===== src/rtl/sd_spi_master_pkg.sv =====
// Shared definitions for the SD-card SPI master: speed codes, FSM states and
// the half-period lookup used by the bit-clock generator.
package sd_spi_master_pkg;

    localparam logic [1:0] SPD_DIV2 = 2'd0;
    localparam logic [1:0] SPD_DIV4 = 2'd1;
    localparam logic [1:0] SPD_DIV8 = 2'd2;
    localparam logic [1:0] SPD_SLOW = 2'd3;

    localparam int unsigned SLOW_DIV_DEFAULT = 128;

    typedef enum logic [1:0] {
        IDLE = 2'd0,
        LOW  = 2'd1,
        HIGH = 2'd2
    } spi_state_e;

    // Number of fclk cycles each sck phase lasts for a given speed code.
    function automatic int unsigned half_period(input logic [1:0] spd,
                                                input int unsigned slow_div);
        int unsigned h;
        case (spd)
            SPD_DIV2: h = 1;
            SPD_DIV4: h = 2;
            SPD_DIV8: h = 4;
            default:  h = slow_div / 2;
        endcase
        return h;
    endfunction

endpackage


===== src/rtl/sd_spi_master_if.sv =====
// Host-side handshake between the Z80 port decoder and the SD SPI master.
// The port block uses the master modport; the shifter uses the slave modport.
interface sd_spi_master_if;

    logic       start;
    logic [1:0] speed;
    logic [7:0] din;
    logic [7:0] dout;
    logic       busy;
    logic       done;

    modport master (
        output start, speed, din,
        input  dout, busy, done
    );

    modport slave (
        input  start, speed, din,
        output dout, busy, done
    );

endinterface


===== src/rtl/sd_spi_tick.sv =====
// Half-period timer: latches the speed code on load and, while enabled,
// emits a one-cycle tick every H fclk cycles.
module sd_spi_tick
    import sd_spi_master_pkg::*;
#(
    parameter int unsigned SLOW_DIV = SLOW_DIV_DEFAULT
) (
    input  logic       fclk,
    input  logic       rst_n,
    input  logic       load,
    input  logic [1:0] speed,
    input  logic       en,
    output logic       tick
);

    // Wide enough for SLOW_DIV/2-1 and for the fixed /8 reload value of 3.
    localparam int unsigned CW = ($clog2(SLOW_DIV / 2) < 2) ? 2 : $clog2(SLOW_DIV / 2);

    logic [CW-1:0] reload_q;
    logic [CW-1:0] cnt_q;

    always_ff @(posedge fclk or negedge rst_n) begin
        if (!rst_n) begin
            reload_q <= '0;
            cnt_q    <= '0;
        end else if (load) begin
            reload_q <= CW'(half_period(speed, SLOW_DIV) - 1);
            cnt_q    <= CW'(half_period(speed, SLOW_DIV) - 1);
        end else if (en) begin
            if (cnt_q == '0) begin
                cnt_q <= reload_q;
            end else begin
                cnt_q <= cnt_q - 1'b1;
            end
        end
    end

    assign tick = en && (cnt_q == '0);

endmodule


===== src/rtl/sd_spi_master.sv =====
// Byte-wide SPI mode-0 master for the SD card: shifts din out MSB-first on sdo
// while shifting sdi in, then presents the received byte on dout with a done pulse.
module sd_spi_master
    import sd_spi_master_pkg::*;
#(
    parameter int unsigned SLOW_DIV = SLOW_DIV_DEFAULT
) (
    input  logic               fclk,
    input  logic               rst_n,
    sd_spi_master_if.slave     host,
    output logic               sck,
    output logic               sdo,
    input  logic               sdi
);

    spi_state_e state_q;
    logic [7:0] tx_q;
    logic [7:0] rx_q;
    logic [2:0] bit_q;
    logic [7:0] dout_q;
    logic       busy_q;
    logic       done_q;
    logic       sck_q;
    logic       sdo_q;
    logic       accept;
    logic       tick;

    // A start is only honoured when no transfer is running; the done cycle counts as idle.
    assign accept = host.start && !busy_q;

    sd_spi_tick #(
        .SLOW_DIV (SLOW_DIV)
    ) u_tick (
        .fclk  (fclk),
        .rst_n (rst_n),
        .load  (accept),
        .speed (host.speed),
        .en    (busy_q),
        .tick  (tick)
    );

    always_ff @(posedge fclk or negedge rst_n) begin
        if (!rst_n) begin
            state_q <= IDLE;
            tx_q    <= '0;
            rx_q    <= '0;
            bit_q   <= '0;
            dout_q  <= 8'hFF;
            busy_q  <= 1'b0;
            done_q  <= 1'b0;
            sck_q   <= 1'b0;
            sdo_q   <= 1'b1;
        end else begin
            done_q <= 1'b0;
            case (state_q)
                IDLE: begin
                    if (accept) begin
                        tx_q    <= host.din;
                        sdo_q   <= host.din[7];
                        bit_q   <= '0;
                        busy_q  <= 1'b1;
                        state_q <= LOW;
                    end
                end
                LOW: begin
                    if (tick) begin
                        sck_q   <= 1'b1;
                        rx_q    <= {rx_q[6:0], sdi};
                        state_q <= HIGH;
                    end
                end
                HIGH: begin
                    if (tick) begin
                        sck_q <= 1'b0;
                        bit_q <= bit_q + 3'd1;
                        if (bit_q != 3'd7) begin
                            tx_q    <= {tx_q[6:0], 1'b0};
                            sdo_q   <= tx_q[6];
                            state_q <= LOW;
                        end else begin
                            // sdo keeps the LSB until the next accepted start.
                            dout_q  <= rx_q;
                            done_q  <= 1'b1;
                            busy_q  <= 1'b0;
                            state_q <= IDLE;
                        end
                    end
                end
                default: state_q <= IDLE;
            endcase
        end
    end

    assign sck       = sck_q;
    assign sdo       = sdo_q;
    assign host.dout = dout_q;
    assign host.busy = busy_q;
    assign host.done = done_q;

endmodule

===== src/flat_wrapper.sv =====
// flat-port wrapper written by rule: the top's interface ports become plain ports
module sd_spi_master_flat import sd_spi_master_pkg::*;
#(
    parameter int unsigned SLOW_DIV = SLOW_DIV_DEFAULT
)
  (fclk, rst_n, sck, sdo, sdi, host_start, host_speed, host_din, host_dout, host_busy, host_done);
  sd_spi_master_if host_i ();
  input  logic fclk;
  input  logic rst_n;
  output logic sck;
  output logic sdo;
  input  logic sdi;
  input wire logic [$bits(host_i.start)-1:0] host_start;
  input wire logic [$bits(host_i.speed)-1:0] host_speed;
  input wire logic [$bits(host_i.din)-1:0] host_din;
  output wire logic [$bits(host_i.dout)-1:0] host_dout;
  output wire logic [$bits(host_i.busy)-1:0] host_busy;
  output wire logic [$bits(host_i.done)-1:0] host_done;
  assign host_i.start = host_start;
  assign host_i.speed = host_speed;
  assign host_i.din = host_din;
  assign host_dout = host_i.dout;
  assign host_busy = host_i.busy;
  assign host_done = host_i.done;
  sd_spi_master #(.SLOW_DIV(SLOW_DIV)) u_core (.fclk(fclk), .rst_n(rst_n), .host(host_i), .sck(sck), .sdo(sdo), .sdi(sdi));
endmodule

===== config.mk =====
export PLATFORM = sky130hd
export DESIGN_NAME = sd_spi_master_flat
export DESIGN_NICKNAME = d
export VERILOG_FILES = /design/src/rtl/sd_spi_master_pkg.sv /design/src/rtl/sd_spi_master_if.sv /design/src/rtl/sd_spi_tick.sv /design/src/rtl/sd_spi_master.sv /design/src/flat_wrapper.sv
export SDC_FILE = /design/constraint.sdc
export NUM_CORES = 1
export LEC_CHECK = 0
export CORE_ASPECT_RATIO = 0.6
export CORE_MARGIN = 2
export CORE_UTILIZATION = 45
export CTS_CLUSTER_DIAMETER = 200
export CTS_CLUSTER_SIZE = 30
export DETAILED_ROUTE_END_ITERATION = 8
export PLACE_DENSITY = 0.75
export SYNTH_ARGS = -nofsm -noshare
export SYNTH_HDL_FRONTEND = slang
export SYNTH_SLANG_ARGS = --single-unit

===== constraint.sdc =====
create_clock -name fclk -period 2.65 [get_ports fclk]
set_clock_uncertainty 0.2 [all_clocks]
set_input_delay 0.53 -clock fclk [delete_from_list [all_inputs] [get_ports fclk]]
set_output_delay 0.53 -clock fclk [all_outputs]
set_load 0.01 [all_outputs]

==> flow_metrics.py, run 1 <==
metrics = {
    "outcome": {
        "status": "complete, no violations",
    },
    "detailed_routing": {
        "drt-pass1-iter-count": 4,
        "dr_total_vias": 1339,
        "drt_first_iter_violations": 81,
        "viasPerCell": 5.27,
        "wl_met3_um": 207,
        "dr_wl_met2_um": 1710,
        "avgRoutedWirePerCell_um": 14.7,
        "drc": 0,
        "wl_met1_um": 1770,
        "dr.max_layer_used": "met4",
        "ant_nets": 0,
        "wl_um": 3730,
    },
    "worst_hold_path": {
        "min_path_type": "input port to asynchronous set/reset pin",
    },
    "worst_setup_path": {
        "cp_max_fo": 10,
        "cp_num_buf_inv": 1,
        "crit_slowest_cell": "dfrtp_1",
        "r2r_end": "u_core.host.dout[2]",
        "path_delay_family": "simple AND/OR/NAND/NOR gates",
        "cp_slowest_stage_delay_ns": 0.43,
        "endpoint_kind": "flop",
        "crit_cells": 6,
        "r2r_setup_slack_ns": 0.52,
        "critical_path_class": "flop to flop",
        "r2r-start": "u_core.u_tick.cnt_q[0]",
        "required_ns": 2.66,
        "crit_start": "u_core.u_tick.cnt_q[0]",
        "reg2reg_depth": 6,
        "path_cells": "inv_1 -> ha_1 -> and3b_2 -> and3_1 -> nand2_8 -> mux2_4",
        "arrival_ns": 2.14,
        "cp-start-kind": "flop",
    },
    "clocking": {
        "path_clk_slew_ns": 0.08,
        "cts_made_buffers": 5,
        "cts_hold_buf": 0,
        "clk_latency_ns": 0.29,
        "postCtsSetupBuffers": 0,
        "ctsResizeCount": 0,
        "cts_tree": "yes",
        "cts_root_buffer": "clkbuf_8",
        "clock_sinks": 41,
        "cts_buffer_depth": 2,
        "h-tree-depth": 2,
    },
    "logic_synthesis": {
        "yosys-top-cells-area": "dfrtp_1, mux2_2, dfstp_2",
        "yosysSeqAreaShare": 0.508,
        "synth_area_mm2": 0.00204,
        "synth_cell_type_count": 39,
        "ys_ff_latch": 41,
        "synth_top_cell_area_share": 0.392,
        "syn-mean-instance-area_um2": 12.5,
        "syn_inst": 164,
        "syn-num-nets": 182,
        "synth_warnings": 0,
        "synth_top_area_cell": "dfrtp_1",
    },
    "floorplan": {
        "die_w_um": 91.0,
        "fp.dieH_um": 56.2,
        "initial_utilization": 0.483,
        "design.die.area_mm2": 0.00511,
        "row_count": 18,
        "core-area_mm2": 0.00423,
        "io_pins": 26,
    },
    "timing": {
        "worst_pin_slew_ns": 0.888,
        "hold_viol_final": 0,
        "finalCritPeriodShare": 0.803,
        "tns_ns": 0,
        "slew_headroom": 0.408,
        "period_minus_slack_ns": 2.13,
        "finalSetupViolCount": 0,
        "slew_viol_final": 0,
        "rsz0062_at_grt": "false",
        "max_freq_mhz": 470,
    },
    "global_routing": {
        "grt_usage": 0.162,
        "antenna_found_initial": 0,
        "grt-ovfl-total": 0,
        "grt_first_pass_wirelength_um": 6580,
        "first_global_vias": 1331,
        "grt_max_degree": 42,
    },
    "finish": {
        "drive_gt1_frac": 0.304,
        "fin_util": 0.571,
        "n_antenna_cell": 0,
        "fin_nets": 211,
        "areaGrowthSynthToFinish_pct": 18.2,
    },
    "power_and_ir_drop": {
        "combPwrFrac": 0.297,
        "p_leak_nw": 1.05,
        "seqPwrFrac": 0.499,
        "power_w": 0.00189,
        "p_switching_w": 0.000616,
        "swShare": 0.327,
        "power.density_mw_per_mm2": 780,
        "peakVddDrop_v": 0.000381,
        "intPower_w": 0.00127,
        "p_clk_frac": 0.203,
    },
    "place": {
        "dpl.hpwl_um": 2780,
        "io_buffers": 25,
        "place.gp.congestion": 0.821,
    },
    "flow_run": {
        "maxCapViolations": 0,
    },
}
==> sequential cells by signal (all words and copies together) (netlist names), 2 cells and up <==
signal / cells
u_core.host.dout: 8
u_core.rx_q: 8
u_core.tx_q: 7
u_core.u_tick.cnt_q: 6
u_core.bit_q: 3
u_core.u_tick.reload_q: 3
u_core.state_q: 2
==> cell usage after synthesis <==
cell	count
a211oi_1	2
a21o_1	1
a21oi_1	5
a21oi_4	1
a222oi_1	1
a311oi_1	2
a31oi_1	4
a31oi_4	1
and2_2	1
and2b_2	1
and3_1	2
and3b_2	1
and4_2	1
buf_2	1
buf_4	1
buf_6	3
clkbuf_1	1
dfrtp_1	32
dfstp_2	9
ha_1	4
inv_1	8
mux2_2	24
mux2_4	8
mux2i_1	1
nand2_1	12
nand2_8	1
nand2b_1	1
nand3_1	5
nor2_1	7
nor2b_1	2
nor3_1	1
nor3_4	1
nor3b_1	1
nor4b_4	1
o21a_1	1
o21ai_0	11
o31ai_1	2
or3_1	1
xnor2_1	2
==> logic make-up after synthesis <==
| logic type | Yosys count | share of synthesized area |
|---|---|---|
| xor+xnor | 2 | 0.00857 |
| flops | 41 | 0.508 |
| buf+inv | 14 | 0.0392 |
| compound gates | 31 | 0.105 |
| mux | 33 | 0.196 |
| fa+ha+maj | 4 | 0.0245 |
| simple gates | 39 | 0.119 |
==> how the worst max path moves through the flow <==
stage / slack (ns) / to
6_report: 0.52 / u_core.host.dout[2]
5_1_grt: 0.39 / u_core.host.dout[2]
4_1_cts: 0.52 / u_core.host.dout[0]
3_5_place_dp: 0.32 / u_core.tx_q[2]
3_3_place_gp: 0.36 / u_core.tx_q[4]
2_1_floorplan: 0.73 / u_core.rx_q[0]
==> power by group through the flow <==
stage | Clock (W) | Sequential (W) | Combinational (W)
after floorplan | 0 | 0.000914 | 0.000429
after global placement | 0 | 0.000940 | 0.000534
after detailed placement | 0 | 0.000949 | 0.000563
after CTS | 0.000396 | 0.000940 | 0.000564
after global routing | 0.000432 | 0.000964 | 0.000628
final | 0.000383 | 0.000942 | 0.000560
==> stage by stage <==
stage	area, um2	instances	hold WS (ns)	setup WS [ns]
final	2420	254	0.158	0.523
after CTS	2420	254	0.202	0.524
after global routing	2420	254	0.232	0.391
after detailed placement	2340	246	0.292	0.315
after floorplan	2040	164	0.0344	0.732
after global placement	2340	246	0.276	0.361
==> metal layers <==
metal  track usage  vias to the layer above
met1         0.223                      653
met5             0                        -
li1              -                      649
met4        0.0455                        0
met2         0.251                       32
met3        0.0474                        5
==> cell usage in the layout (no fill, tap or decap), types with 4 or more instances in the layout <==
| cell type | n |
|---|---|
| a21oi_1 | 5 |
| a31oi_1 | 4 |
| clkbuf_8 | 5 |
| clkdlybuf4s50_1 | 24 |
| dfrtp_1 | 32 |
| dfstp_2 | 9 |
| ha_1 | 4 |
| inv_1 | 8 |
| mux2_2 | 24 |
| mux2_4 | 8 |
| nand2_1 | 12 |
| nand3_1 | 5 |
| nor2_1 | 7 |
| o21ai_0 | 11 |
==> final cells by class <==
type | instances | area [um2]
inverters | 8 | 30.0
well taps | 60 | 75.1
clock buffers | 8 | 80.1
multi-input cells | 109 | 926
repair buffers | 28 | 268
flip-flops and latches | 41 | 1040
fillers | 365 | 1820
Note: power is estimated with default switching activity, not from simulation.
==> run 2: changes to the inputs <==
==> constraint.sdc (replaced) <==
create_clock -name fclk -period 2.2 [get_ports fclk]
set_clock_uncertainty 0.2 [all_clocks]
set_input_delay 0.44 -clock fclk [delete_from_list [all_inputs] [get_ports fclk]]
set_output_delay 0.44 -clock fclk [all_outputs]
set_load 0.01 [all_outputs]
==> run 2 against run 1 <==
Design area rose by 3.8%. Register-to-register slack worse by 0.43 ns. Global-route usage is 0.67 points higher. Via count grew 1.4%. Hold slack got worse by 0.16 ns. Setup slack worse by 0.44 ns.
==> flow_metrics.py, run 2 (same netlist as run 1, synthesis figures left out) <==
metrics = {
    "worst_setup_path": {
        "cp_num_buf_inv": 2,
        "path_cells": "buf_4 -> clkdlybuf4s50_1",
        "reg2reg_depth": 5,
        "arrival_ns": 1.48,
        "critical_path_class": "flop to primary output",
        "required_ns": 1.56,
        "cp_slowest_stage_delay_ns": 0.54,
        "crit_cells": 2,
        "path_delay_family": "buffers and inverters",
        "cp-start-kind": "flop",
        "endpoint_kind": "primary output",
        "cp_max_fo": 11,
        "crit_slowest_cell": "clkdlybuf4s50_1",
    },
    "timing": {
        "slew_headroom": 0.658,
        "period_minus_slack_ns": 2.12,
        "finalSetupViolCount": 0,
        "worst_pin_slew_ns": 0.514,
        "hold_viol_final": 0,
        "finalCritPeriodShare": 0.962,
        "max_freq_mhz": 473,
        "slew_viol_final": 0,
        "rsz0062_at_grt": "false",
        "fin_hold_ws_ns": 0.000256,
    },
    "global_routing": {
        "grt_max_degree": 42,
        "grt_first_pass_wirelength_um": 6830,
        "first_global_vias": 1410,
        "antenna_found_initial": 0,
        "grt-ovfl-total": 0,
        "grt_usage": 0.169,
    },
    "detailed_routing": {
        "drt-pass1-iter-count": 4,
        "drc": 0,
        "wl_um": 3940,
        "viasPerCell": 5.24,
        "ant_nets": 0,
        "avgRoutedWirePerCell_um": 15.2,
        "dr_total_vias": 1358,
        "drt_first_iter_violations": 164,
    },
    "clocking": {
        "clk_latency_ns": 0.29,
        "cts_root_buffer": "clkbuf_8",
        "clock_sinks": 41,
        "cts_made_buffers": 5,
        "cts_buffer_depth": 2,
        "path_clk_slew_ns": 0.08,
        "cts_hold_buf": 0,
        "cts_tree": "yes",
        "postCtsSetupBuffers": 0,
        "h-tree-depth": 2,
        "ctsResizeCount": 0,
    },
    "finish": {
        "areaGrowthSynthToFinish_pct": 22.8,
        "fin_cells": 259,
        "final_cell_area_mm2": 0.00251,
        "fin_nets": 216,
        "drive_gt1_frac": 0.342,
        "mostFrequentLayoutCells": "dfrtp_1, mux2_2, clkdlybuf4s50_1",
        "n_antenna_cell": 0,
        "final_common_cell": "dfrtp_1",
    },
    "power_and_ir_drop": {
        "power.density_mw_per_mm2": 1030,
        "p_switching_w": 0.000794,
        "seqPwrFrac": 0.441,
        "combPwrFrac": 0.284,
        "peakVddDrop_v": 0.000583,
        "intPower_w": 0.00179,
        "p_clk_frac": 0.275,
        "p_leak_nw": 1.10,
        "swShare": 0.307,
    },
    "place": {
        "dp_cells": 251,
        "place.gp.congestion": 0.902,
        "dpl.hpwl_um": 2890,
        "dpl-instance-area_mm2": 0.00237,
        "io_buffers": 25,
    },
    "flow_run": {
        "maxCapViolations": 0,
    },
    "worst_hold_path": {
        "min_path_type": "input port to asynchronous set/reset pin",
    },
    "floorplan": {
        "row_count": 18,
        "io_pins": 26,
        "core-area_mm2": 0.00423,
        "fp.dieH_um": 56.2,
        "initial_utilization": 0.483,
        "design.die.area_mm2": 0.00511,
        "die_w_um": 91.0,
    },
    "outcome": {
        "status": "complete, no violations",
    },
}
run 2: cell count changes in the layout (fill, tap and decap cells not counted), sizes merged:
cell    change
clkbuf      -3
bufinv      +2
clkinv      +1
buf         +5
run 2: layout make-up:
cell class | count | area (um2)
Clock buffer | 5 | 68.8
Clock inverter | 3 | 65.1
Fill cell | 348 | 1730
Inverter | 8 | 30.0
Multi-Input combinational cell | 109 | 927
Sequential cell | 41 | 1040
Tap cell | 60 | 75.1
Timing Repair Buffer | 33 | 305
run 2: power by group through the flow:
stage                     Combinational (W)  Clock (W)  Sequential, W
after floorplan                    0.000517          0        0.00110
after global placement             0.000689          0        0.00113
after detailed placement           0.000729          0        0.00114
after CTS                          0.000735   0.000724        0.00113
after global routing               0.000814   0.000764        0.00116
final                              0.000733   0.000711        0.00114
run 2: through the flow:
| step | power (W) | utilization | setup TNS, ns | setup slack [ns] |
|---|---|---|---|---|
| 2_1_floorplan | 0.00162 | - | 0 | 0.282 |
| 3_3_place_gp | 0.00182 | 0.561 | -0.00942 | -0.00176 |
| 3_5_place_dp | 0.00187 | 0.561 | -0.291 | -0.0541 |
| 4_1_cts | 0.00259 | 0.592 | 0 | 0.0541 |
| 5_1_grt | 0.00274 | 0.592 | 0 | 0.0267 |
| 6_report | 0.00258 | 0.592 | 0 | 0.0846 |
run 2: path summary, 6_finish.rpt:
| check | startpoint | endpoint | slack (ns) |
|---|---|---|---|
| setup reg to reg | u_core.u_tick.cnt_q[1] | u_core.rx_q[0] | 0.09 |
| hold reg to reg | u_core.u_tick.reload_q[0] | u_core.u_tick.reload_q[0] | 0.30 |
| min in group fclk | u_core.u_tick.reload_q[0] | u_core.u_tick.reload_q[0] | 0.30 |
| hold / removal | rst_n | u_core.u_tick.cnt_q[1] | 0.0003 |
| setup / recovery | u_core.host.busy | host_busy | 0.08 |
| max in group asynchronous | rst_n | u_core.sdo | 1.43 |
run 2: per-layer routing:
layer / global-route usage / up-vias / share of wire
li1: - / 650 / -
met1: 0.235 / 668 / 0.50
met2: 0.260 / 33 / 0.45
met3: 0.0474 / 7 / 0.044
met4: 0.0455 / 0 / 0.012
met5: 0 / - / 0
==> run 3: changes to the inputs <==
--- a/config.mk
+++ b/config.mk
@@ -11,7 +11,9 @@
 export CTS_CLUSTER_DIAMETER = 200
 export CTS_CLUSTER_SIZE = 30
 export DETAILED_ROUTE_END_ITERATION = 8
+export MAX_ROUTING_LAYER = met4
 export PLACE_DENSITY = 0.75
+export REMOVE_ABC_BUFFERS = 1
 export SYNTH_ARGS = -nofsm -noshare
 export SYNTH_HDL_FRONTEND = slang
 export SYNTH_SLANG_ARGS = --single-unit
==> run 3 against run 2 <==
Hold slack improved by 0.0030 ns. Design area fell by 2.0%. Global-route usage grew 0.78 points. Combinational power is 2% lower. Via count increased by 0.22%. Non-clock buffer count is the same. Highest routed layer unchanged. Flip-flop and latch count did not move. Die area unchanged. Register-to-register slack better by 0.04 ns. Sequential power is essentially flat. Critical path depth up 3. Clock power is 35% lower.
==> flow_metrics.py, run 3 (same netlist as run 1, synthesis figures left out) <==
metrics = {
    "worst_setup_path": {
        "crit_slowest_cell": "dfrtp_1",
        "arrival_ns": 2.04,
        "cp-start-kind": "flop",
        "path_cells": "inv_1 -> ha_1 -> and3b_2 -> and4_2 -> mux2_2",
        "cp_slowest_stage_delay_ns": 0.41,
        "required_ns": 2.17,
        "cp_max_fo": 10,
        "critical_path_class": "flop to flop",
        "endpoint_kind": "flop",
        "r2r_setup_slack_ns": 0.13,
    },
    "detailed_routing": {
        "avgRoutedWirePerCell_um": 14.9,
        "wl_um": 3870,
        "viasPerCell": 5.25,
        "dr_total_vias": 1361,
        "drt-pass1-iter-count": 4,
        "drc": 0,
        "ant_nets": 0,
        "drt_first_iter_violations": 113,
    },
    "power_and_ir_drop": {
        "p_switching_w": 0.000764,
        "combPwrFrac": 0.312,
        "p_leak_nw": 1.08,
        "intPower_w": 0.00155,
        "peakVddDrop_v": 0.000663,
        "p_clk_frac": 0.199,
        "power_w": 0.00231,
        "swShare": 0.330,
        "power.density_mw_per_mm2": 942,
        "seqPwrFrac": 0.489,
    },
    "timing": {
        "finalSetupViolCount": 0,
        "hold_viol_final": 0,
        "slew_headroom": 0.661,
        "max_freq_mhz": 483,
        "worst_pin_slew_ns": 0.508,
        "rsz0062_at_grt": "false",
        "period_minus_slack_ns": 2.07,
        "finalCritPeriodShare": 0.942,
        "slew_viol_final": 0,
    },
    "floorplan": {
        "core-area_mm2": 0.00423,
        "design.die.area_mm2": 0.00511,
        "row_count": 18,
        "fp.dieH_um": 56.2,
        "die_w_um": 91.0,
        "io_pins": 26,
        "initial_utilization": 0.483,
    },
    "place": {
        "io_buffers": 25,
        "dp_cells": 251,
        "dpl.hpwl_um": 2920,
        "place.gp.congestion": 0.900,
    },
    "clocking": {
        "ctsResizeCount": 0,
        "clock_sinks": 41,
        "cts_hold_buf": 0,
        "h-tree-depth": 2,
        "clk_latency_ns": 0.28,
        "cts_buffer_depth": 2,
        "cts_root_buffer": "clkbuf_8",
        "postCtsSetupBuffers": 0,
        "cts_made_buffers": 5,
        "path_clk_slew_ns": 0.08,
        "cts_tree": "yes",
    },
    "outcome": {
        "status": "complete, no violations",
    },
    "flow_run": {
        "maxCapViolations": 0,
    },
    "finish": {
        "fin_nets": 216,
        "mostFrequentLayoutCells": "dfrtp_1, mux2_2, clkdlybuf4s50_1",
        "fin_cells": 259,
        "final_common_cell": "dfrtp_1",
        "n_antenna_cell": 0,
        "areaGrowthSynthToFinish_pct": 20.3,
        "drive_gt1_frac": 0.337,
    },
    "global_routing": {
        "grt_usage": 0.177,
        "antenna_found_initial": 0,
        "grt_first_pass_wirelength_um": 7020,
        "grt-ovfl-total": 0,
        "grt_max_degree": 42,
        "first_global_vias": 1449,
    },
    "worst_hold_path": {
        "min_path_type": "input port to asynchronous set/reset pin",
    },
}
==> run 3: cell types whose count changed in the layout (fill, tap and decap cells not counted), sizes merged <==
cell    previous run  this run
bufinv             2         0
clkbuf             5         6
clkinv             1         2
==> run 3: area by class of cell <==
class | instances | area [um2]
fill | 357 | 1780
sequential | 41 | 1040
multi-input combinational | 109 | 927
timing repair buffer | 33 | 305
tap | 60 | 75.1
clock buffer | 6 | 72.6
inverter | 8 | 30.0
clock inverter | 2 | 10.0
==> run 3: routing by layer <==
layer / up-vias / track usage / part of all wire
met3: 2 / 0.0528 / 0.061
met1: 662 / 0.232 / 0.48
met5: - / - / 0
met2: 42 / 0.273 / 0.46
met4: 0 / 0.0390 / 0.0039
li1: 655 / - / -
==> run 3: path summary, 6_finish.rpt <==
path,startpoint,endpoint,depth (start not counted)
max,u_core.u_tick.cnt_q[1],u_core.rx_q[6],5
min,rst_n,u_core.u_tick.reload_q[1],2
max reg2reg,u_core.u_tick.cnt_q[1],u_core.rx_q[6],5
min reg2reg,u_core.u_tick.reload_q[0],u_core.u_tick.reload_q[0],2
max in group asynchronous,rst_n,u_core.sdo,2
min in group fclk,u_core.u_tick.reload_q[0],u_core.u_tick.reload_q[0],2
==> run 3: critical path, delay by kind of cell, from the launching register on <==
family	cells	cell delay (ns)
flip-flops	1	0.41
buffers and inverters	1	0.11
multiplexers	1	0.37
adder cells (fa/ha/maj)	1	0.20
AND/OR/NAND/NOR	2	0.66
==> run 3: power by group through the flow <==
stage                     combinational [W]  sequential (W)  clock, W
after floorplan                    0.000468         0.00113         0
after global placement             0.000682         0.00113         0
after detailed placement           0.000726         0.00114         0
after CTS                          0.000727         0.00113  0.000479
after global routing               0.000824         0.00116  0.000522
final                              0.000722         0.00113  0.000460
==> run 3: stage by stage <==
| stage | util | setup WS (ns) | hold WS [ns] | area (um2) | setup TNS (ns) |
|---|---|---|---|---|---|
| final | 0.580 | 0.128 | 0.00322 | 2460 | 0 |
| after detailed placement | 0.561 | -0.0579 | 0.282 | 2370 | -0.309 |
| after CTS | 0.580 | 0.114 | 0.0230 | 2460 | 0 |
| after global placement | 0.561 | 0.000332 | 0.276 | 2370 | 0 |
| after global routing | 0.580 | 0.0458 | 0.0559 | 2460 | 0 |
| after floorplan | - | 0.198 | -0.0556 | 1990 | 0 |
